--- src/rtl/vga_pkg.sv ---
// Shared VGA definitions: default widths, decoder FSM encoding and
// generator timing constants (640x480 @ 60 Hz, 25.175 MHz pixel clock).
package vga_pkg;

    // Default widths for the sync decoder counters and registers
    localparam int DEF_CNT_W      = 11;
    localparam int DEF_LIN_W      = 10;
    localparam int DEF_LOCK_LINES = 4;

    // Width of the consecutive-match counter; covers lock depths up to 15
    localparam int MATCH_W = 4;

    // Horizontal lock tracking states
    typedef enum logic [1:0] {
        ST_IDLE   = 2'd0,
        ST_TRAIN  = 2'd1,
        ST_LOCKED = 2'd2
    } sync_state_e;

    // Generator timing, horizontal (pixels)
    localparam int H_VISIBLE = 640;
    localparam int H_FRONT   = 16;
    localparam int H_SYNC    = 96;
    localparam int H_BACK    = 48;
    localparam int H_TOTAL   = H_VISIBLE + H_FRONT + H_SYNC + H_BACK;

    // Generator timing, vertical (lines)
    localparam int V_VISIBLE = 480;
    localparam int V_FRONT   = 10;
    localparam int V_SYNC    = 2;
    localparam int V_BACK    = 33;
    localparam int V_TOTAL   = V_VISIBLE + V_FRONT + V_SYNC + V_BACK;

    // Saturating increment of the match counter
    function automatic logic [MATCH_W-1:0] match_sat_inc(input logic [MATCH_W-1:0] cnt);
        logic [MATCH_W-1:0] res;
        if (cnt == {MATCH_W{1'b1}}) begin
            res = cnt;
        end else begin
            res = cnt + {{(MATCH_W-1){1'b0}}, 1'b1};
        end
        return res;
    endfunction

endpackage

--- src/rtl/sync_edge_detect.sv ---
// Brings an asynchronous sync pin into the clk domain with a two-flop
// synchronizer, keeps the previous synchronized level and flags the
// leading (inactive -> active) edge for the selected polarity.
module sync_edge_detect #(
    parameter bit POL = 1'b0
) (
    input  logic clk,
    input  logic reset_n,
    input  logic sync_in,
    output logic lead_edge
);

    // All stages rest at the inactive level so reset release never looks like an edge
    localparam bit INACTIVE = ~POL;

    logic meta_r;
    logic stage_r;
    logic prev_r;

    // Synchronizer chain plus previous-level register
    always_ff @(posedge clk or negedge reset_n) begin
        if (!reset_n) begin
            meta_r  <= INACTIVE;
            stage_r <= INACTIVE;
            prev_r  <= INACTIVE;
        end else begin
            meta_r  <= sync_in;
            stage_r <= meta_r;
            prev_r  <= stage_r;
        end
    end

    assign lead_edge = (stage_r == POL) && (prev_r != POL);

endmodule

--- src/rtl/vga_sync_decoder.sv ---
// Recovers pixel/line position from incoming VGA sync pins, measures line
// period and frame length, and tracks whether horizontal timing is stable.
module vga_sync_decoder
    import vga_pkg::*;
#(
    parameter bit HSYNC_POL  = 1'b0,
    parameter bit VSYNC_POL  = 1'b0,
    parameter int CNT_W      = DEF_CNT_W,
    parameter int LIN_W      = DEF_LIN_W,
    parameter int LOCK_LINES = DEF_LOCK_LINES
) (
    input  logic             clk,
    input  logic             reset_n,
    input  logic             hsync_in,
    input  logic             vsync_in,
    output logic [CNT_W-1:0] x_pos,
    output logic [LIN_W-1:0] y_pos,
    output logic [CNT_W-1:0] line_len,
    output logic [LIN_W-1:0] frame_lines,
    output logic             locked,
    output logic             new_frame,
    output logic             sync_err
);

    localparam logic [CNT_W-1:0]   X_ZERO   = {CNT_W{1'b0}};
    localparam logic [CNT_W-1:0]   X_ONE    = {{(CNT_W-1){1'b0}}, 1'b1};
    localparam logic [CNT_W-1:0]   X_MAX    = {CNT_W{1'b1}};
    localparam logic [LIN_W-1:0]   Y_ZERO   = {LIN_W{1'b0}};
    localparam logic [LIN_W-1:0]   Y_ONE    = {{(LIN_W-1){1'b0}}, 1'b1};
    localparam logic [LIN_W-1:0]   Y_MAX    = {LIN_W{1'b1}};
    localparam logic [MATCH_W-1:0] M_ZERO   = {MATCH_W{1'b0}};
    localparam logic [MATCH_W-1:0] M_ONE    = {{(MATCH_W-1){1'b0}}, 1'b1};
    localparam logic [MATCH_W-1:0] LOCK_CNT = MATCH_W'(LOCK_LINES);

    logic               h_edge_s;
    logic               v_edge_s;

    sync_state_e        state_r;
    sync_state_e        state_nxt_s;
    logic [CNT_W-1:0]   x_pos_r;
    logic [CNT_W-1:0]   line_len_r;
    logic [CNT_W-1:0]   line_len_nxt_s;
    logic [CNT_W-1:0]   period_s;
    logic               x_sat_s;
    logic [MATCH_W-1:0] match_r;
    logic [MATCH_W-1:0] match_nxt_s;
    logic [MATCH_W-1:0] match_inc_s;
    logic               sync_err_nxt_s;
    logic               sync_err_r;
    logic               locked_r;

    logic [LIN_W-1:0]   y_pos_r;
    logic [LIN_W-1:0]   y_inc_s;
    logic [LIN_W-1:0]   frame_lines_r;
    logic               frame_pend_r;
    logic               frame_seen_r;
    logic               new_frame_r;

    sync_edge_detect #(
        .POL       (HSYNC_POL)
    ) u_hsync_edge (
        .clk       (clk),
        .reset_n   (reset_n),
        .sync_in   (hsync_in),
        .lead_edge (h_edge_s)
    );

    sync_edge_detect #(
        .POL       (VSYNC_POL)
    ) u_vsync_edge (
        .clk       (clk),
        .reset_n   (reset_n),
        .sync_in   (vsync_in),
        .lead_edge (v_edge_s)
    );

    // Derived arithmetic: measured period, saturation flag, counter increments
    always_comb begin
        period_s    = x_pos_r + X_ONE;
        x_sat_s     = (x_pos_r == X_MAX);
        match_inc_s = match_sat_inc(match_r);
        if (y_pos_r == Y_MAX) begin
            y_inc_s = Y_MAX;
        end else begin
            y_inc_s = y_pos_r + Y_ONE;
        end
    end

    // Lock FSM next-state, training registers and loss-of-lock pulse
    always_comb begin
        state_nxt_s    = state_r;
        line_len_nxt_s = line_len_r;
        match_nxt_s    = match_r;
        sync_err_nxt_s = 1'b0;
        case (state_r)
            ST_IDLE: begin
                if (h_edge_s) begin
                    state_nxt_s = ST_TRAIN;
                end else begin
                    state_nxt_s = ST_IDLE;
                end
            end
            ST_TRAIN: begin
                if (x_sat_s) begin
                    // No edge for a full counter range: timing is gone
                    state_nxt_s    = ST_IDLE;
                    line_len_nxt_s = X_ZERO;
                    match_nxt_s    = M_ZERO;
                end else if (h_edge_s) begin
                    if (period_s == line_len_r) begin
                        match_nxt_s = match_inc_s;
                        if (match_inc_s == LOCK_CNT) begin
                            state_nxt_s = ST_LOCKED;
                        end else begin
                            state_nxt_s = ST_TRAIN;
                        end
                    end else begin
                        line_len_nxt_s = period_s;
                        match_nxt_s    = M_ONE;
                        state_nxt_s    = ST_TRAIN;
                    end
                end else begin
                    state_nxt_s = ST_TRAIN;
                end
            end
            ST_LOCKED: begin
                if (x_sat_s) begin
                    state_nxt_s    = ST_IDLE;
                    line_len_nxt_s = X_ZERO;
                    match_nxt_s    = M_ZERO;
                    sync_err_nxt_s = 1'b1;
                end else if (h_edge_s && (period_s != line_len_r)) begin
                    state_nxt_s    = ST_TRAIN;
                    line_len_nxt_s = period_s;
                    match_nxt_s    = M_ONE;
                    sync_err_nxt_s = 1'b1;
                end else begin
                    state_nxt_s = ST_LOCKED;
                end
            end
            default: begin
                state_nxt_s    = ST_IDLE;
                line_len_nxt_s = X_ZERO;
                match_nxt_s    = M_ZERO;
            end
        endcase
    end

    // Lock FSM state, training registers and registered status outputs
    always_ff @(posedge clk or negedge reset_n) begin
        if (!reset_n) begin
            state_r    <= ST_IDLE;
            line_len_r <= X_ZERO;
            match_r    <= M_ZERO;
            locked_r   <= 1'b0;
            sync_err_r <= 1'b0;
        end else begin
            state_r    <= state_nxt_s;
            line_len_r <= line_len_nxt_s;
            match_r    <= match_nxt_s;
            locked_r   <= (state_nxt_s == ST_LOCKED);
            sync_err_r <= sync_err_nxt_s;
        end
    end

    // Horizontal position: restart on hsync leading edge, otherwise count and saturate
    always_ff @(posedge clk or negedge reset_n) begin
        if (!reset_n) begin
            x_pos_r <= X_ZERO;
        end else if (h_edge_s) begin
            x_pos_r <= X_ZERO;
        end else if (!x_sat_s) begin
            x_pos_r <= x_pos_r + X_ONE;
        end else begin
            x_pos_r <= x_pos_r;
        end
    end

    // Line counting and frame start; a vsync edge is applied on the next hsync edge
    always_ff @(posedge clk or negedge reset_n) begin
        if (!reset_n) begin
            y_pos_r       <= Y_ZERO;
            frame_lines_r <= Y_ZERO;
            frame_pend_r  <= 1'b0;
            frame_seen_r  <= 1'b0;
            new_frame_r   <= 1'b0;
        end else begin
            new_frame_r <= 1'b0;
            if (h_edge_s && (frame_pend_r || v_edge_s)) begin
                y_pos_r      <= Y_ZERO;
                frame_pend_r <= 1'b0;
                new_frame_r  <= 1'b1;
                // The first frame after reset has no complete predecessor to measure
                if (frame_seen_r) begin
                    frame_lines_r <= y_inc_s;
                end else begin
                    frame_seen_r <= 1'b1;
                end
            end else if (h_edge_s) begin
                y_pos_r <= y_inc_s;
            end else if (v_edge_s) begin
                frame_pend_r <= 1'b1;
            end else begin
                frame_pend_r <= frame_pend_r;
            end
        end
    end

    assign x_pos       = x_pos_r;
    assign y_pos       = y_pos_r;
    assign line_len    = line_len_r;
    assign frame_lines = frame_lines_r;
    assign locked      = locked_r;
    assign new_frame   = new_frame_r;
    assign sync_err    = sync_err_r;

endmodule

--- config.mk ---
export PLATFORM = sky130hd
export DESIGN_NAME = vga_sync_decoder
export DESIGN_NICKNAME = d
export VERILOG_FILES = /design/src/rtl/vga_pkg.sv /design/src/rtl/sync_edge_detect.sv /design/src/rtl/vga_sync_decoder.sv
export SDC_FILE = /design/constraint.sdc
export NUM_CORES = 1
export LEC_CHECK = 0
export BUFFER_PORTS_ARGS = -buffer_cell sky130_fd_sc_hd__buf_2
export CORE_AREA = 4 4 78 80
export CTS_CLUSTER_DIAMETER = 50
export DETAILED_ROUTE_END_ITERATION = 8
export DIE_AREA = 0 0 82 84
export PLACE_DENSITY = 0.81
export SYNTH_ARGS = -nofsm -noshare
export SYNTH_HDL_FRONTEND = slang
export SYNTH_SLANG_ARGS = --single-unit
--- constraint.sdc ---
create_clock -name clk -period 6.1 [get_ports clk]
set_clock_uncertainty 0.1 [all_clocks]
set_input_delay 1.22 -clock clk [delete_from_list [all_inputs] [get_ports clk]]
set_output_delay 1.22 -clock clk [all_outputs]
set_load 0.005 [all_outputs]
# After elaboration in Yosys (flattened, before gate mapping)
# Index checks and enable logic that the tools add are counted.
totals:
  reg_bits: 59
  latch_bits: 0
  ram_bits: 0
  mem_bits_ro: 0
  in_bits: 4
  output_inout_bits: 45
  elab_cells: 82
  mem_count: 0
op_classes:
  n_addsub: 3
  n_mul: 0
  div: 0
  order_cmp: 0
  eq_ne: 14
  shifts: 0
  muxes: 33
  bitwise_logic: 3
  n_reduce_logical: 12
op_table:
  columns: ["op", "n"]
  rows:
  - ["2-to-1 mux 11 bit", 7]
  - ["one-hot mux 11 bit (3 select lines)", 1]
  - ["2-to-1 mux 10 bit", 3]
  - ["2-to-1 mux 4 bit", 6]
  - ["2-to-1 mux 2 bit", 6]
  - ["one-hot mux 4 bit (3 select lines)", 1]
  - ["adder 11 x 1 -> 11 bit, second input constant", 1]
  - ["== test 11 bit", 1]
  - ["== test 11 bit, second input constant", 1]
  - ["inequality test 11 bit", 1]
  - ["adder 10 x 1 -> 10 bit, second input constant", 1]
  - ["== test 10 bit, second input constant", 1]
  - ["inequality test 3 bit, second input constant", 3]
  - ["2-to-1 mux 1 bit", 8]
  - ["one-hot mux 2 bit (3 select lines)", 1]
  - ["adder 4 x 1 -> 4 bit, second input constant", 1]
  - ["== test 2 bit, second input constant", 2]
  - ["== test 4 x 3 -> 1 bit, second input constant", 1]
  - ["== test 4 bit, second input constant", 1]
  - ["logical AND 1 bit", 4]
  - ["AND reduction 2 bit", 2]
  - ["AND reduction 4 bit", 1]
  - ["nonzero test 2 bit", 2]
  - ["inverter 1 bit", 3]
  - ["6 further kinds", 6]

# Longest topological paths before layout
logic_depth:
  depth_word: 9
  ltp_mapped: 10
  mapped_depth_nobuf: 9

# By module
# From an unflattened synthesis, not the netlist that was laid out.
unflattened:
  cells_unflattened: 303
  area_unflattened_um2: 3055.4
by_module_without_submodules:
  columns: ["module", "n_inst", "cells_each", "area_each_um2", "seq_area_each_um2"]
  rows:
  - ["vga_sync_decoder", 1, 295, 2870.3, 1326.3]
  - ["sync_edge_detect", 2, 4, 92.6, 78.8]

# Worst setup path after synthesis
# No wires, ideal clock.
synth_path:
  kind: "register to register"
  startpoint: "register x_pos_r[0] (netlist: x_pos[0])"
  endpoint: "register line_len_r[0] (netlist: line_len[0])"
  t_arrival_ns: 2.525
  required_time_ns: 5.875
  path_slack_ns: 3.350
  path_stages_with_launch: 11
  n_path_buf: 1
  period_less_slack_ns: 2.750
  path_cell_list: "dfrtp_1 > ha_1 > xnor2_1 > xor2_1 > o2111ai_2 > a2111oi_4 > nand3_4 > nand2_2 > a31oi_4 > buf_8 > mux2_4"
synth_via:
  elab_chain_len: 5
  word_cells_on_any_way: 15
  classes_between: "1 x add/sub; 6 x eq/ne; 6 x mux; 2 x reduce/logical"
synth_rtl:
  columns: ["item", "line", "source"]
  rows:
  - ["start: declaration", "vga_sync_decoder.sv:40", "logic [CNT_W-1:0] x_pos_r;"]
  - ["start signal: assignment", "vga_sync_decoder.sv:173", "x_pos_r <= x_pos_r + X_ONE;"]
  - ["start signal: assignment", "vga_sync_decoder.sv:175", "x_pos_r <= x_pos_r;"]
  - ["adder 11 x 1 -> 11 bit", "vga_sync_decoder.sv:79", "period_s = x_pos_r + X_ONE;"]
  - ["inequality test 11 bit or 2-to-1 mux 11 bit (tied branches)", "vga_sync_decoder.sv:132, vga_sync_decoder.sv:110", null]
  - ["logical AND 1 bit or 2-to-1 mux 11 bit (tied branches)", "vga_sync_decoder.sv:132, vga_sync_decoder.sv:109", null]
  - ["inequality test 3 bit (no line) or 2-to-1 mux 11 bit (tied branches)", null, null]
  - ["AND reduction 4 bit (no line) or one-hot mux 11 bit (3 select lines) (tied branches)", null, null]
  - ["end signal: assignment", "vga_sync_decoder.sv:159", "line_len_r <= line_len_nxt_s;"]
  - ["end: declaration", "vga_sync_decoder.sv:41", "logic [CNT_W-1:0] line_len_r;"]
# Parallel ways exist; a longest one is shown, timed or not. The select of a mux whose other input is x is not followed.
# A chain may end at the register's enable or synchronous reset.

# Worst setup path in the final report
layout_path:
  startpoint: "register x_pos_r[0] (netlist: x_pos[0])"
  endpoint: "register line_len_r[5] (netlist: line_len[5])"
# The elaborated chain is that of the path after synthesis.

==> impl_results.md <==
* Status: finished, final reports clean
* Drt via density at 5.706
* Fmax at ~0.31 GHz
* Vias in the first global route at ~2500
* Post-Synth Adder-Cell Area at 2.786%
* Setup Buffers After CTS at 0
* Core ar. at 5405 um^2
* HPWL after detailed placement at 4770 um
* Top-count cell post-synth: dfrtp_1
* First-pass GRT wire length at 11910 um
* Post-synthesis net count at 316
* Wire length on met1 at ~3000 um
* Overflow after GRT at 0
* WHS Path Cells at 0
* Starting Density at 58.17%
* Final Hold Fails at 0
* Pre-CTS setup slack at 2.906 ns
* Fraction of layout cells with a size suffix above 1 at between 20% and 30%
* Biggest area consumer among synthesized cells: dfrtp_1
* Root buf cell: clkbuf_8
* Top post-synthesis cells by area: dfrtp_1 (42%), dfstp_2 (5.0%), mux2_4 (4.3%)
* Routed vias at 2465
* Final antenna-violating net count at 0
* Clock share of power at 33.9%
* Clk slew on worst S/H paths at 0.07 ns
* Clock Path Buffers at 2
* Mux contribution to synthesized area at 5.969%
* Die ar. at 6888 um^2
* Share of power burned in registers at 41.0%
* Hold endpoint: u_vsync_edge.stage_r
* Drt pass-1 iters at 4
* Arr. time, crit path at 3.31 ns
* Number of remaining DRC errors at 0
* Period utilization at 52.20%
* Slew @ Worst Pin at between 0.8 and 0.9 ns
* Sink Count at 59
* Total negative slack at 0 ns
* Req. time, crit path at between 6 and 7 ns
* Min-delay src: u_vsync_edge.meta_r
* Post-synth top flop: dfrtp_1
* Post-synthesis to final-layout area growth at 16.35%
* Library cells used by synthesis at 58
* Top Ports at 49
* Pins Over Slew Limit at 0
* Worst hold slack at 0.2608 ns
* Initial detailed-routing violation count at between 100 and 150
* Yosys top cell area share at between 40% and 50%
* Crit end category: flop
* Post-synth ARST share at 100.0%
* Hold-fix buffers, CTS at 0
* Syn Inst Count at 305
* Combinational share of power at around a quarter
* Seq/Total Area, Yosys at 47.19%
* Post-synthesis simple-gate area fraction at about a fifth
* Synth Area in Compound Gates at 15.20%
* Top Metal Used: met4
* FP Rows at 27
* Detailed Route WL at between 6000 and 7000 um
* Reg2reg path depth at 9
* Reg-to-reg startpoint: x_pos[0]
* Final setup fails at 0
* Pint at ~0.84 mW
* CTS-repair resized insts at 0
* Reg-to-Reg End: line_len[5]
* Rel. slew slack at 45.73%
* Post-synth EDFFs at 0
* Leak Pwr at ~1.8 nW
* Largest net degree at the start of global routing at 60
* PortBufs at 48
* Xor/xnor share of the synthesized area at 7.163%
* Cts bufs inserted at 9
* Die H at approximately 84 um
* PwrDens at 328.9 nW/um^2
* Net Switching at 0.3636 mW
* Largest family of logic cells by synthesized area: simple AND/OR/NAND/NOR gates
* Reg-to-reg setup timing slack at 2.92 ns
* Synthesized area per cell at 10.31 um^2
* Total GRT Usage at around 23%
* Routability cong. at between 0.8 and 0.9
* Fin crit period at 3.184 ns
* Util after Layout at approximately two thirds
* Worst setup slack after layout at 2.916 ns
* Met2 routed WL at 3510 um
* DR WL/cell at between 15 and 20 um
* CTS tree: yes
* Die width at a little over 80 um
* RSZ-0062 raised after global routing: no
* Max cap viols at 0
* N_diodes at 0
* Synth warnings at 0
* Worst VDD drop at 234.3 uV
* Clock Latency Late Sink at between 0.3 and 0.4 ns
* Fin nets at 366
* Worst setup SP type: flop
* Met3 Wirelength at around 330 um
* Sw Share at 30.22%
* CTS H-tree depth at 3
* Initial antenna violation count at 0
* Type of the tightest min-delay check: reg -> reg
* Filler cell count at between 400 and 500
* Register bit total from synthesis at 59
* CP Max Fanout at 11
* Synth cell count leaders: dfrtp_1 (53), nor2_1 (36), nand2_1 (28)
* Crit path kind: reg -> reg
* Synth Cell Area at 3144 um^2
## kinds of logic after synthesis
kind of cell               after synthesis
DFF                                     59
xor gates and xnor gates                21
and+or+nand+nor                        117
adders and majority gates                7
AOI/OAI and AO/OA                       69
muxes                                   14
buffers and inverters                   18
## how the worst max path moves through the flow
stage | from | to | slack [ns]
finish | x_pos[0] | line_len[5] | 2.92
global route | x_pos[0] | line_len[5] | 2.68
CTS | x_pos[0] | line_len[5] | 2.90
detailed placement | x_pos[0] | line_len[5] | 2.91
global placement | x_pos[0] | line_len[5] | 3.05
floorplan | x_pos[0] | line_len[0] | 3.35
## cell usage in the layout, fill, tap and decap left out, types with 8 or more instances in the layout
| master | n |
|---|---|
| clkbuf_8 | 11 |
| nand2_1 | 28 |
| nand3_1 | 9 |
| nor2_1 | 36 |
| o21ai_0 | 15 |
| a21oi_1 | 26 |
| dfrtp_1 | 53 |
| mux2_4 | 9 |
| buf_2 | 48 |
| inv_1 | 8 |
| xnor2_1 | 11 |
## layout make-up
type / instances / area, um^2 / area share, %
Timing Repair Buffer: 49 / 247.7 / 6.772
Clock buffer: 11 / 151.4 / 4.138
Inverter: 8 / 30.03 / 0.8208
Tap cell: 72 / 90.09 / 2.462
Multi-Input combinational cell: 228 / 1580 / 43.19
Clock inverter: 5 / 75.07 / 2.052
Sequential cell: 59 / 1484 / 40.56
## power groups by stage
stage | clock network [mW] | logic (mW) | registers, mW
after floorplan | 0 | 0.229 | 0.489
after global placement | 0 | 0.293 | 0.496
after detailed placement | 0 | 0.302 | 0.499
after CTS | 0.413 | 0.305 | 0.492
after global routing | 0.434 | 0.333 | 0.501
final | 0.408 | 0.303 | 0.493
## stage by stage
| stage | instance area, um^2 | power [mW] | cells |
|---|---|---|---|
| after floorplan | 3144 | 0.7180 | 305 |
| after global placement | 3432 | 0.7894 | 416 |
| after detailed placement | 3432 | 0.8013 | 416 |
| after CTS | 3659 | 1.210 | 432 |
| after global routing | 3659 | 1.268 | 432 |
| final | 3659 | 1.203 | 432 |
## metal layers
| layer | vias to the layer above | GRT usage, % |
|---|---|---|
| li1 | 1178 | - |
| met1 | 1222 | 29.97 |
| met2 | 58 | 35.56 |
| met3 | 7 | 5.724 |
| met4 | 0 | 8.308 |
| met5 | - | 0 |
## sequential cells by signal, summed over array words and instances, names as in the netlist, 2 cells and up
name,cells
state_r,2
line_len,11
frame_lines,10
match_r,4
y_pos,10
x_pos,11
## worst max-delay path, stage by stage (launching register included)
cell and delay, ns:
dfrtp_1 0.47, ha_1 0.28, nand2_1 0.12, nor4_2 0.47, xnor3_1 0.29, o211a_2 0.16
nand3_4 0.13, nand2_2 0.09, a31oi_4 0.56, mux2_1 0.38
Note: power is estimated with default switching activity, not from simulation.
